<file path="src/rtl/psum_drain_pkg.sv">
// Shared types and constants for the psum drain engine.
package psum_drain_pkg;

  typedef enum logic [2:0] {
    StIdle,
    StWait,
    StPop,
    StRd,
    StWr,
    StFin
  } state_e;

  localparam int unsigned COL     = 8;
  localparam int unsigned PSUM_BW = 16;
  localparam int unsigned ROW_W   = COL * PSUM_BW;

  // Active-low SRAM command pair {cen, wen}.
  typedef struct packed {
    logic cen;
    logic wen;
  } sram_cmd_t;

  localparam sram_cmd_t CMD_IDLE = '{cen: 1'b1, wen: 1'b1};
  localparam sram_cmd_t CMD_RD   = '{cen: 1'b0, wen: 1'b1};
  localparam sram_cmd_t CMD_WR   = '{cen: 1'b0, wen: 1'b0};

endpackage

</file>
<file path="src/rtl/psum_lane_add.sv">
// Lane-parallel wrapping adders; each lane is independent, no carry between lanes.
module psum_lane_add #(
  parameter int unsigned col     = 8,
  parameter int unsigned psum_bw = 16
) (
  input  logic [col*psum_bw-1:0] a_i,
  input  logic [col*psum_bw-1:0] b_i,
  output logic [col*psum_bw-1:0] sum_o
);

  for (genvar i = 0; i < col; i++) begin : g_lane
    assign sum_o[i*psum_bw +: psum_bw] = a_i[i*psum_bw +: psum_bw] + b_i[i*psum_bw +: psum_bw];
  end

endmodule

</file>
<file path="src/rtl/psum_drain.sv">
// Drains OFIFO rows into the psum SRAM at auto-incrementing addresses,
// optionally accumulating onto the stored row.
module psum_drain
  import psum_drain_pkg::*;
#(
  parameter int unsigned col     = 8,
  parameter int unsigned psum_bw = 16,
  parameter int unsigned addr_w  = 11,
  parameter int unsigned cnt_w   = 8
) (
  input  logic                     clk_i,
  input  logic                     rst_i,
  input  logic                     start_i,
  input  logic [addr_w-1:0]        base_addr_i,
  input  logic [cnt_w-1:0]         row_cnt_i,
  input  logic                     acc_en_i,
  input  logic                     ofifo_valid_i,
  input  logic [col*psum_bw-1:0]   ofifo_out_i,
  output logic                     ofifo_rd_o,
  output logic                     sram_cen_o,
  output logic                     sram_wen_o,
  output logic [addr_w-1:0]        sram_addr_o,
  output logic [col*psum_bw-1:0]   sram_d_o,
  input  logic [col*psum_bw-1:0]   sram_q_i,
  output logic                     busy_o,
  output logic                     done_o
);

  localparam int unsigned RowW = col * psum_bw;

  state_e            state_q, state_d;
  logic [addr_w-1:0] ptr_q, ptr_d;
  logic [addr_w-1:0] addr_q, addr_d;
  logic [cnt_w-1:0]  rem_q, rem_d;
  logic              acc_q, acc_d;
  logic [RowW-1:0]   row_q, row_d;
  logic [RowW-1:0]   dhold_q, dhold_d;
  logic [RowW-1:0]   sum;
  logic [RowW-1:0]   wr_data;
  sram_cmd_t         cmd;

  psum_lane_add #(
    .col    (col),
    .psum_bw(psum_bw)
  ) u_lane_add (
    .a_i  (row_q),
    .b_i  (sram_q_i),
    .sum_o(sum)
  );

  assign wr_data = acc_q ? sum : row_q;

  always_comb begin
    state_d = state_q;
    ptr_d   = ptr_q;
    addr_d  = addr_q;
    rem_d   = rem_q;
    acc_d   = acc_q;
    row_d   = row_q;
    dhold_d = dhold_q;
    unique case (state_q)
      StIdle: begin
        if (start_i) begin
          ptr_d   = base_addr_i;
          rem_d   = row_cnt_i;
          acc_d   = acc_en_i;
          state_d = (row_cnt_i != '0) ? StWait : StFin;
        end
      end
      StWait: begin
        if (ofifo_valid_i) state_d = StPop;
      end
      StPop: begin
        row_d   = ofifo_out_i;
        // The address register only moves here, so it holds outside RD/WR.
        addr_d  = ptr_q;
        state_d = acc_q ? StRd : StWr;
      end
      StRd: begin
        state_d = StWr;
      end
      StWr: begin
        ptr_d   = ptr_q + addr_w'(1);
        rem_d   = rem_q - cnt_w'(1);
        dhold_d = wr_data;
        state_d = (rem_q == cnt_w'(1)) ? StFin : StWait;
      end
      StFin: begin
        state_d = StIdle;
      end
      default: begin
        state_d = StIdle;
      end
    endcase
  end

  always_ff @(posedge clk_i or posedge rst_i) begin
    if (rst_i) begin
      state_q <= StIdle;
      ptr_q   <= '0;
      addr_q  <= '0;
      rem_q   <= '0;
      acc_q   <= 1'b0;
      row_q   <= '0;
      dhold_q <= '0;
    end else begin
      state_q <= state_d;
      ptr_q   <= ptr_d;
      addr_q  <= addr_d;
      rem_q   <= rem_d;
      acc_q   <= acc_d;
      row_q   <= row_d;
      dhold_q <= dhold_d;
    end
  end

  always_comb begin
    cmd = CMD_IDLE;
    if (state_q == StRd) cmd = CMD_RD;
    if (state_q == StWr) cmd = CMD_WR;
  end

  assign sram_cen_o  = cmd.cen;
  assign sram_wen_o  = cmd.wen;
  assign sram_addr_o = addr_q;
  // Write data is live only in WR; otherwise the last written row is held.
  assign sram_d_o    = (state_q == StWr) ? wr_data : dhold_q;
  assign ofifo_rd_o  = (state_q == StPop);
  assign busy_o      = (state_q != StIdle);
  assign done_o      = (state_q == StFin);

endmodule
</file>
<file path="config.mk">
export PLATFORM = sky130hd
export DESIGN_NAME = psum_drain
export DESIGN_NICKNAME = d
export VERILOG_FILES = /design/src/rtl/psum_drain_pkg.sv /design/src/rtl/psum_lane_add.sv /design/src/rtl/psum_drain.sv
export SDC_FILE = /design/constraint.sdc
export NUM_CORES = 1
export LEC_CHECK = 0
export BUFFER_PORTS_ARGS = -buffer_cell sky130_fd_sc_hd__buf_2
export CAP_MARGIN = 5
export CORE_MARGIN = 1
export CORE_UTILIZATION = 49
export CTS_CLUSTER_SIZE = 16
export DETAILED_ROUTE_END_ITERATION = 8
export PLACE_DENSITY_LB_ADDON = 0.1
export SYNTH_ARGS = -nofsm -noshare
export SYNTH_HDL_FRONTEND = slang
export SYNTH_HIERARCHICAL = 1
export SYNTH_SLANG_ARGS = --single-unit
</file>
<file path="constraint.sdc">
create_clock -name clk_i -period 10.1 [get_ports clk_i]
set_input_delay 2.02 -clock clk_i [delete_from_list [all_inputs] [get_ports clk_i]]
set_output_delay 2.02 -clock clk_i [all_outputs]
set_load 0.01 [all_outputs]
</file>
=== Word level (Yosys, flattened, before mapping) ===
Cells that the tools add are included.

* Bits in registers: 290
* Input bits: 280

* Add/sub/neg operators: 10
* Eq/ne operators: 8
* Mux-type cells: 14
* Reduce and logical (&&, ||, !) cells: 7

{| class="wikitable"
|+ Operators by type and width
! kind !! count
|-
| 2-to-1 mux 128 bit || 2
|-
| adder 16 bit || 8
|-
| case mux 11 bit (2 select lines) || 1
|-
| case mux 8 bit (2 select lines) || 1
|-
| 2-to-1 mux 3 bit || 5
|-
| case mux 3 bit (5 select lines) || 1
|-
| adder 11 x 1 -> 11 bit (second input constant) || 1
|-
| 2-to-1 mux 11 bit || 1
|-
| equality test 8 x 1 -> 1 bit (second input constant) || 1
|-
| 2-to-1 mux 8 bit || 1
|-
| nonzero test 8 bit || 1
|-
| subtractor 8 x 1 -> 8 bit (second input constant) || 1
|-
| equality test 3 x 2 -> 1 bit (second input constant) || 2
|-
| equality test 3 bit (second input constant) || 2
|-
| AND reduction 2 bit || 3
|-
| 2-to-1 mux 2 bit || 2
|-
| inequality test 2 bit (second input constant) || 2
|-
| equality test 3 x 1 -> 1 bit (second input constant) || 1
|-
| logical NOT 3 bit || 1
|-
| nonzero test 3 bit || 1
|-
| nonzero test 2 bit || 1
|}

=== Logic depth before layout (Yosys ltp) ===
Gate-level depths: netlist of the first run.

* Word-level depth: 4
* Gate-level depth with buffers: 11
* Mapped depth without buffers: 11

=== Hierarchy ===
The synthesis of the first run kept the hierarchy.

{| class="wikitable"
|+ Modules (own cells, without submodules)
! module !! instances !! cells an instance !! area each (um^2)
|-
| psum_drain || 1 || 1000 || 12258.0
|-
| psum_lane_add || 1 || 682 || 5182.5
|}

=== Worst setup path after synthesis of the first run ===
No wires, ideal clock.

* Path type: input to output
* From: input sram_q_i[112]
* To: output sram_d_o[124]
* Data arrival time: 4354 ps
* Slack: 3726 ps
* Cell stages on the path: 11
* Path buffers: 0
* Cells stage by stage: ha_1 > fa_1 > a21o_1 > a21oi_2 > o21ai_2 > a2111o_1 > a31o_1 > a21oi_2 > xnor2_1 > mux2i_1 > o21ai_0

* Cells in the longest elaborated chain, start to end: 3

{| class="wikitable"
|+ Ends and longest elaborated chain
! what !! line !! text
|-
| from (decl) || psum_drain.sv:24 || <nowiki>input logic [col*psum_bw-1:0] sram_q_i,</nowiki>
|-
| adder 16 bit || psum_lane_add.sv:12 || <nowiki>assign sum_o[i*psum_bw +: psum_bw] = a_i[i*psum_bw +: psum_bw] + b_i[i*psum_bw +: psum_bw];</nowiki>
|-
| net sum[124] || psum_drain.sv:38 || <nowiki>logic [RowW-1:0] sum;</nowiki>
|-
| 2-to-1 mux 128 bit || psum_drain.sv:51 || <nowiki>assign wr_data = acc_q ? sum : row_q;</nowiki>
|-
| 2-to-1 mux 128 bit || -- ||
|-
| to (decl) || psum_drain.sv:23 || <nowiki>output logic [col*psum_bw-1:0] sram_d_o,</nowiki>
|}

The timed path passes the listed nets, and every way through them passes these cells.

=== Worst setup path after layout of the first run ===
* From: input sram_q_i[48]
* To: output sram_d_o[60]

Same word-level chain as after synthesis.

==> results of run 1 <==
## layout make-up
type	count	area (um^2)	share of cell area, %
Antenna cell	18	45.0	0.213
Clock buffer	53	1130	5.32
Clock inverter	6	80.1	0.379
Inverter	31	129	0.609
Multi-Input combinational cell	1287	9760	46.1
Sequential cell	290	7260	34.3
Tap cell	455	569	2.69
Timing Repair Buffer	432	2180	10.3
## state kept, by name (all words and copies together) (netlist names)
name / cells
acc_q: 1
dhold_q: 128
ptr_q: 11
rem_q: 8
row_q: 128
sram_addr_o: 11
state_q: 3
## power breakdown
part / total (W) / switching [W] / leakage (nW) / internal, W
combinational: 0.00408 / 0.00217 / 6.28 / 0.00191
sequential: 0.00218 / 0.000415 / 3.46 / 0.00177
clock: 0.00130 / 0.000486 / 0.603 / 0.000814
## synth_stat cells (all sizes together), types with 5 or more instances
cell type	number
nand4	9
mux2i	128
nand2b	11
a21oi	102
a31oi	5
a311oi	5
clkbuf	42
xnor2	71
o21a	12
nor3	20
o21bai	12
mux2	139
a211oi	10
o311ai	5
nor2	55
o21ai	177
dfrtp	290
nand3	24
fa	8
and3	8
nand2	177
o31ai	9
buf	32
or2	5
o211ai	6
xor2	44
a31o	5
nor3b	7
ha	123
or3	8
a21o	46
nor2b	9
inv	31
## kinds of logic after synthesis
kind of cell | after synthesis
AO/OA/AOI/OAI | 421
XOR/XNOR | 115
adder cells (fa/ha/maj) | 131
buffers and inverters | 105
flip-flops | 290
multiplexers | 267
AND/OR/NAND/NOR | 353
## worst max-delay path, stage by stage
cell      delay, ns
buf_2          0.10
ha_1           0.21
fa_1           0.41
a21o_1         0.20
a21oi_1        0.21
o21bai_1       0.12
o31a_1         0.28
a211oi_2       0.33
a21oi_1        0.13
xor2_1         0.17
mux2i_1        0.09
o21ai_0        0.23
buf_2          0.20
## worst min-delay path by stage
stage	slack, ns	endpoint	cells after the start	from
floorplan	0.45	rem_q[7]$_DFFE_PP0P_	1	rem_q[7]$_DFFE_PP0P_
CTS	0.49	dhold_q[62]$_DFF_PP0_	2	dhold_q[62]$_DFF_PP0_
finish	0.48	dhold_q[94]$_DFF_PP0_	2	dhold_q[94]$_DFF_PP0_
detailed placement	0.47	dhold_q[62]$_DFF_PP0_	2	dhold_q[62]$_DFF_PP0_
global placement	0.47	dhold_q[68]$_DFF_PP0_	2	dhold_q[68]$_DFF_PP0_
global route	0.51	dhold_q[36]$_DFF_PP0_	2	dhold_q[36]$_DFF_PP0_
## through the flow
stage / area [um^2] / utilization, % / std cells / hold slack, ns
2_1_floorplan: 17400 / - / 1682 / 0.452
3_3_place_gp: 19900 / 57.2 / 2495 / 0.465
3_5_place_dp: 19900 / 57.2 / 2495 / 0.473
4_1_cts: 21100 / 60.7 / 2554 / 0.486
5_1_grt: 21100 / 60.8 / 2567 / 0.508
6_report: 21200 / 60.8 / 2572 / 0.479
## metal layers
| layer | GRT usage, % | up-vias | share of wire [%] | wire [um] |
|---|---|---|---|---|
| li1 | - | 6893 | - | - |
| met1 | 31.2 | 6616 | 42 | 19100 |
| met2 | 40.7 | 382 | 47 | 21000 |
| met3 | 7.49 | 97 | 7.7 | 3480 |
| met4 | 10.2 | 18 | 3.3 | 1470 |
| met5 | 0 | - | 0.24 | 110 |
==> flow_summary.yaml, run 1 <==
placement:
  portBuffers: 423
  hpwl_um: 33000
  place.gp.congestion: 0.864
  place_ws_ns: 3.34
setup_path:
  startpoint: "sram_q_i[48]"
  critPathMaxFanout: 3
  r2r_setup_slack_ns: 7.17
  critPathCapture: "sram_d_o[60]"
  endpoint_kind: "primary output"
  crit_arrival_ns: 4.71
  r2r_end: "dhold_q[46]$_DFF_PP0_"
  reg2reg_depth: 11
  critPathKind: "in -> out"
  rr_startpoint: "row_q[32]$_DFFE_PP0N_"
  startpoint_type: "input pin"
  cp.required_ns: 8.08
floorplanning:
  ios: 424
  die-area_um2: 36400
  fp-row-count: 68
  die_h_um: 191
  core_um2: 34800
  initial_utilization_pct: 50.1
  fp.dieW_um: 191
timing:
  tns_ns: 0
  slew_violations: 0
  tightest_slew_ns: 1.01
  postLayoutSetupSlackWorst_ns: 3.37
  max_freq_ghz: 0.149
  fin_skew_ns: 0.0192
  slew_headroom_pct: 32.7
  rsz0062_at_grt: "no"
  finalSetupViolCount: 0
  hold_viol_final: 0
  period_needed_ns: 6.73
  post-route-period-util_pct: 66.6
yosys:
  synth_area_um2: 17400
  synthTopCellsByArea: "dfrtp_1, mux2_2, ha_1"
  ys_types: 75
  synth_edf_count: 0
  synth_top_family_by_area: "multiplexers"
  synth_compound_area_share_pct: 14.6
  synth_top_cell_area_share_pct: 41.6
  yosys.area.top_type: "dfrtp_1"
  synthArstFlopShare_pct: 100
  yosys_most_used_dff: "dfrtp_1"
  ys_ff_latch: 290
  synth_nets: 2093
  synth_fa_ha_area_share_pct: 9.74
  synthMuxAreaShare_pct: 16.3
  synthXorXnorAreaFrac_pct: 5.78
  ys_seq_area_share_pct: 41.6
  yosys_warnings: 6
  synthCells: 1682
  synthSimpleGateAreaFrac_pct: 9.41
  syn_area_per_cell_um2: 10.4
cts:
  tritoncts: "yes"
  insertion_delay_ns: 0.53
  cts_hold_buf: 0
  clkSinkCount: 290
  cts_made_buffers: 34
  cts.reportedPaths.clkPinSlew_ns: 0.06
  cts_setup_buffers: 0
  cts.repair.resized: 0
  cts-htree-levels: 2
  clk_path_buf_depth: 3
  root_buffer: "clkbuf_16"
routing:
  final_antenna_net_count: 0
  drc_errors: 0
  via_count: 14000
  dr.first_iter.drc_count: 595
  wl_um: 45200
  first_pass_iters: 5
  vias_per_cell: 5.45
  routedWlPerCell_um: 17.6
pwr:
  ir_drop_uv: 180
  power_leakage_nw: 10.3
  power_density_nw_per_um2: 358
  power.total_w: 0.00756
worst_hold_path:
  hold_path_class: "reg -> reg"
global_route:
  grt_pass1_wl_um: 73100
  grt_pass1_vias: 14300
  grt_max_degree: 107
  grt_antenna_before_repair: 24
  grt_usage_pct: 25.1
  overflow: 0
job:
  drv_cap: 0
layout:
  nNetsFinal: 2487
  fill_cells: 3005
  drive_above_1_share_pct: 31.2
  final_common_cell: "buf_2"
  layout_common_cells: "buf_2, dfrtp_1, nand2_1"
  areaGrowthSynthToFinish_pct: 21.3
status:
  status: "completed"
Power figures use the tool's default switching activity.
==> run 2, diff against run 1 <==
- CORE_UTILIZATION: 49 -> 55
- clock period: 10.1 -> 6.9 ns (I/O delays scaled with it)
==> run 2 against run 1 <==
Register-to-register slack got worse by 3.4 ns. Clock-buffer cell count fell by 4. Largest power group unchanged. Clock power increased by 42%. Sequential power up 45%. Non-clock buffer count increased by 2. Combinational power rose by 48%. Cell area down 0.27%. Routed wire length is 0.52% lower. Flip-flop and latch count unchanged. Largest cell class unchanged. Cell count down 1.7%. Global-route usage grew 2.9 points.
==> flow_summary.yaml, run 2 (synthesis results as in run 1) <==
status:
  status: "completed"
pwr:
  pwr-share-comb_pct: 54.7
  p_sw_w: 0.00454
  ir_drop_uv: 278
  power_leakage_nw: 10.3
  clkPwrFrac_pct: 16.7
  swShare_pct: 41.1
  seqPwrFrac_pct: 28.6
  power_density_nw_per_um2: 524
  power.internal_w: 0.00651
timing:
  slew_violations: 0
  max_freq_ghz: 0.183
  tightest_slew_ns: 1.05
  slew_headroom_pct: 29.9
  period_needed_ns: 5.46
  fin_skew_ns: 0.0107
  rsz0062_at_grt: "no"
  post-route-period-util_pct: 79.2
  hold_viol_final: 0
  tns_ns: 0
  finalSetupViolCount: 0
setup_path:
  r2r_end: "ptr_q[9]$_DFFE_PP0P_"
  startpoint: "sram_q_i[32]"
  endpoint_kind: "primary output"
  crit_arrival_ns: 4.08
  r2r_setup_slack_ns: 3.77
  reg2reg_depth: 6
  critPathMaxFanout: 3
  critPathKind: "in -> out"
  rr_startpoint: "state_q[0]$_DFFE_PP0P_"
  startpoint_type: "input pin"
  critPathCapture: "sram_d_o[46]"
  cp.required_ns: 5.52
cts:
  insertion_delay_ns: 0.51
  tritoncts: "yes"
  clk_path_buf_depth: 3
  cts_setup_buffers: 0
  root_buffer: "clkbuf_16"
  cts_made_buffers: 35
  cts.repair.resized: 0
  cts.reportedPaths.clkPinSlew_ns: 0.06
  cts-htree-levels: 2
  cts_hold_buf: 0
  clkSinkCount: 290
floorplanning:
  fp.dieW_um: 180
  initial_utilization_pct: 56.4
  fp-row-count: 64
  ios: 424
  core_um2: 30900
  die-area_um2: 32400
  die_h_um: 180
layout:
  final_area_um2: 21100
  areaGrowthSynthToFinish_pct: 21.0
  layout_common_cells: "buf_2, dfrtp_1, nand2_1"
  final_common_cell: "buf_2"
  top_regs: "dhold_q x128, row_q x128"
  drive_above_1_share_pct: 31.2
  fin_util_pct: 68.3
  nNetsFinal: 2490
routing:
  wl_um: 44900
  via_count: 14200
  dr.first_iter.drc_count: 685
  final_antenna_net_count: 0
  first_pass_iters: 5
  vias_per_cell: 5.61
  routedWlPerCell_um: 17.8
  drc_errors: 0
global_route:
  grt_pass1_vias: 14600
  grt_max_degree: 159
  grt_usage_pct: 28.0
  grt_pass1_wl_um: 73700
  overflow: 0
  grt_antenna_before_repair: 35
job:
  drv_cap: 0
placement:
  hpwl_um: 33300
  place.gp.congestion: 0.899
  portBuffers: 423
  placed_cell_area_um2: 19900
worst_hold_path:
  hold_path_class: "reg -> reg"
run 2: cell count changes in the layout (fill, tap and decap cells not counted), sizes merged:
cell      before  now
buf          432  434
clkbuf        53   49
clkinv         4   10
clkinvlp       0    3
diode         18   28
inv           31   30
run 2: area by class of cell:
cell class / count / area [um^2]
well taps: 396 / 495
fillers: 2451 / 9810
flip-flops and latches: 290 / 7260
clock buffers: 49 / 1040
clock inverters: 14 / 129
repair buffers: 434 / 2220
inverters: 31 / 125
diodes: 28 / 70.1
multi-input cells: 1287 / 9750
run 2: critical path, cell delays in order:
cell and delay [ns]:
buf_2 0.10, ha_1 0.20, fa_1 0.42, a21o_1 0.21, a21oi_1 0.24, o21bai_1 0.13, o31a_1 0.28, a211oi_2 0.29
o21ai_0 0.17, xor2_1 0.15, mux2i_1 0.08, o21ai_0 0.24, buf_2 0.18
run 2: worst min-delay path by stage:
stage,from,end,cells past startpoint
floorplan,rem_q[7]$_DFFE_PP0P_,rem_q[7]$_DFFE_PP0P_,1
global placement,dhold_q[19]$_DFF_PP0_,dhold_q[19]$_DFF_PP0_,2
detailed placement,dhold_q[11]$_DFF_PP0_,dhold_q[11]$_DFF_PP0_,2
CTS,dhold_q[11]$_DFF_PP0_,dhold_q[11]$_DFF_PP0_,2
global route,dhold_q[75]$_DFF_PP0_,dhold_q[75]$_DFF_PP0_,2
finish,dhold_q[60]$_DFF_PP0_,dhold_q[60]$_DFF_PP0_,2
run 2: through the flow:
| step | worst slack (ns) | hold slack, ns | power [W] | instances |
|---|---|---|---|---|
| 2_1_floorplan | 1.67 | 0.452 | 0.00756 | 1682 |
| 3_3_place_gp | 1.49 | 0.464 | 0.00898 | 2438 |
| 3_5_place_dp | 1.46 | 0.472 | 0.00920 | 2438 |
| 4_1_cts | 1.46 | 0.486 | 0.0111 | 2501 |
| 5_1_grt | 1.22 | 0.504 | 0.0120 | 2522 |
| 6_report | 1.44 | 0.479 | 0.0111 | 2529 |
run 2: metal layers:
| layer | part of all wire [%] | vias to the layer above | GRT usage (%) |
|---|---|---|---|
| met4 | 3.4 | 16 | 12.3 |
| met2 | 48 | 408 | 47.2 |
| met5 | 0.21 | - | 0 |
| met3 | 7.4 | 103 | 7.56 |
| met1 | 41 | 6748 | 33.8 |
| li1 | - | 6917 | - |
run 2: power groups by stage:
| stage | registers (W) | clock network (W) | logic [W] |
|---|---|---|---|
| global placement | 0.00314 | 0 | 0.00583 |
| floorplan | 0.00300 | 0 | 0.00456 |
| detailed placement | 0.00319 | 0 | 0.00601 |
| global route | 0.00329 | 0.00195 | 0.00672 |
| finish | 0.00316 | 0.00185 | 0.00605 |
| CTS | 0.00317 | 0.00188 | 0.00606 |
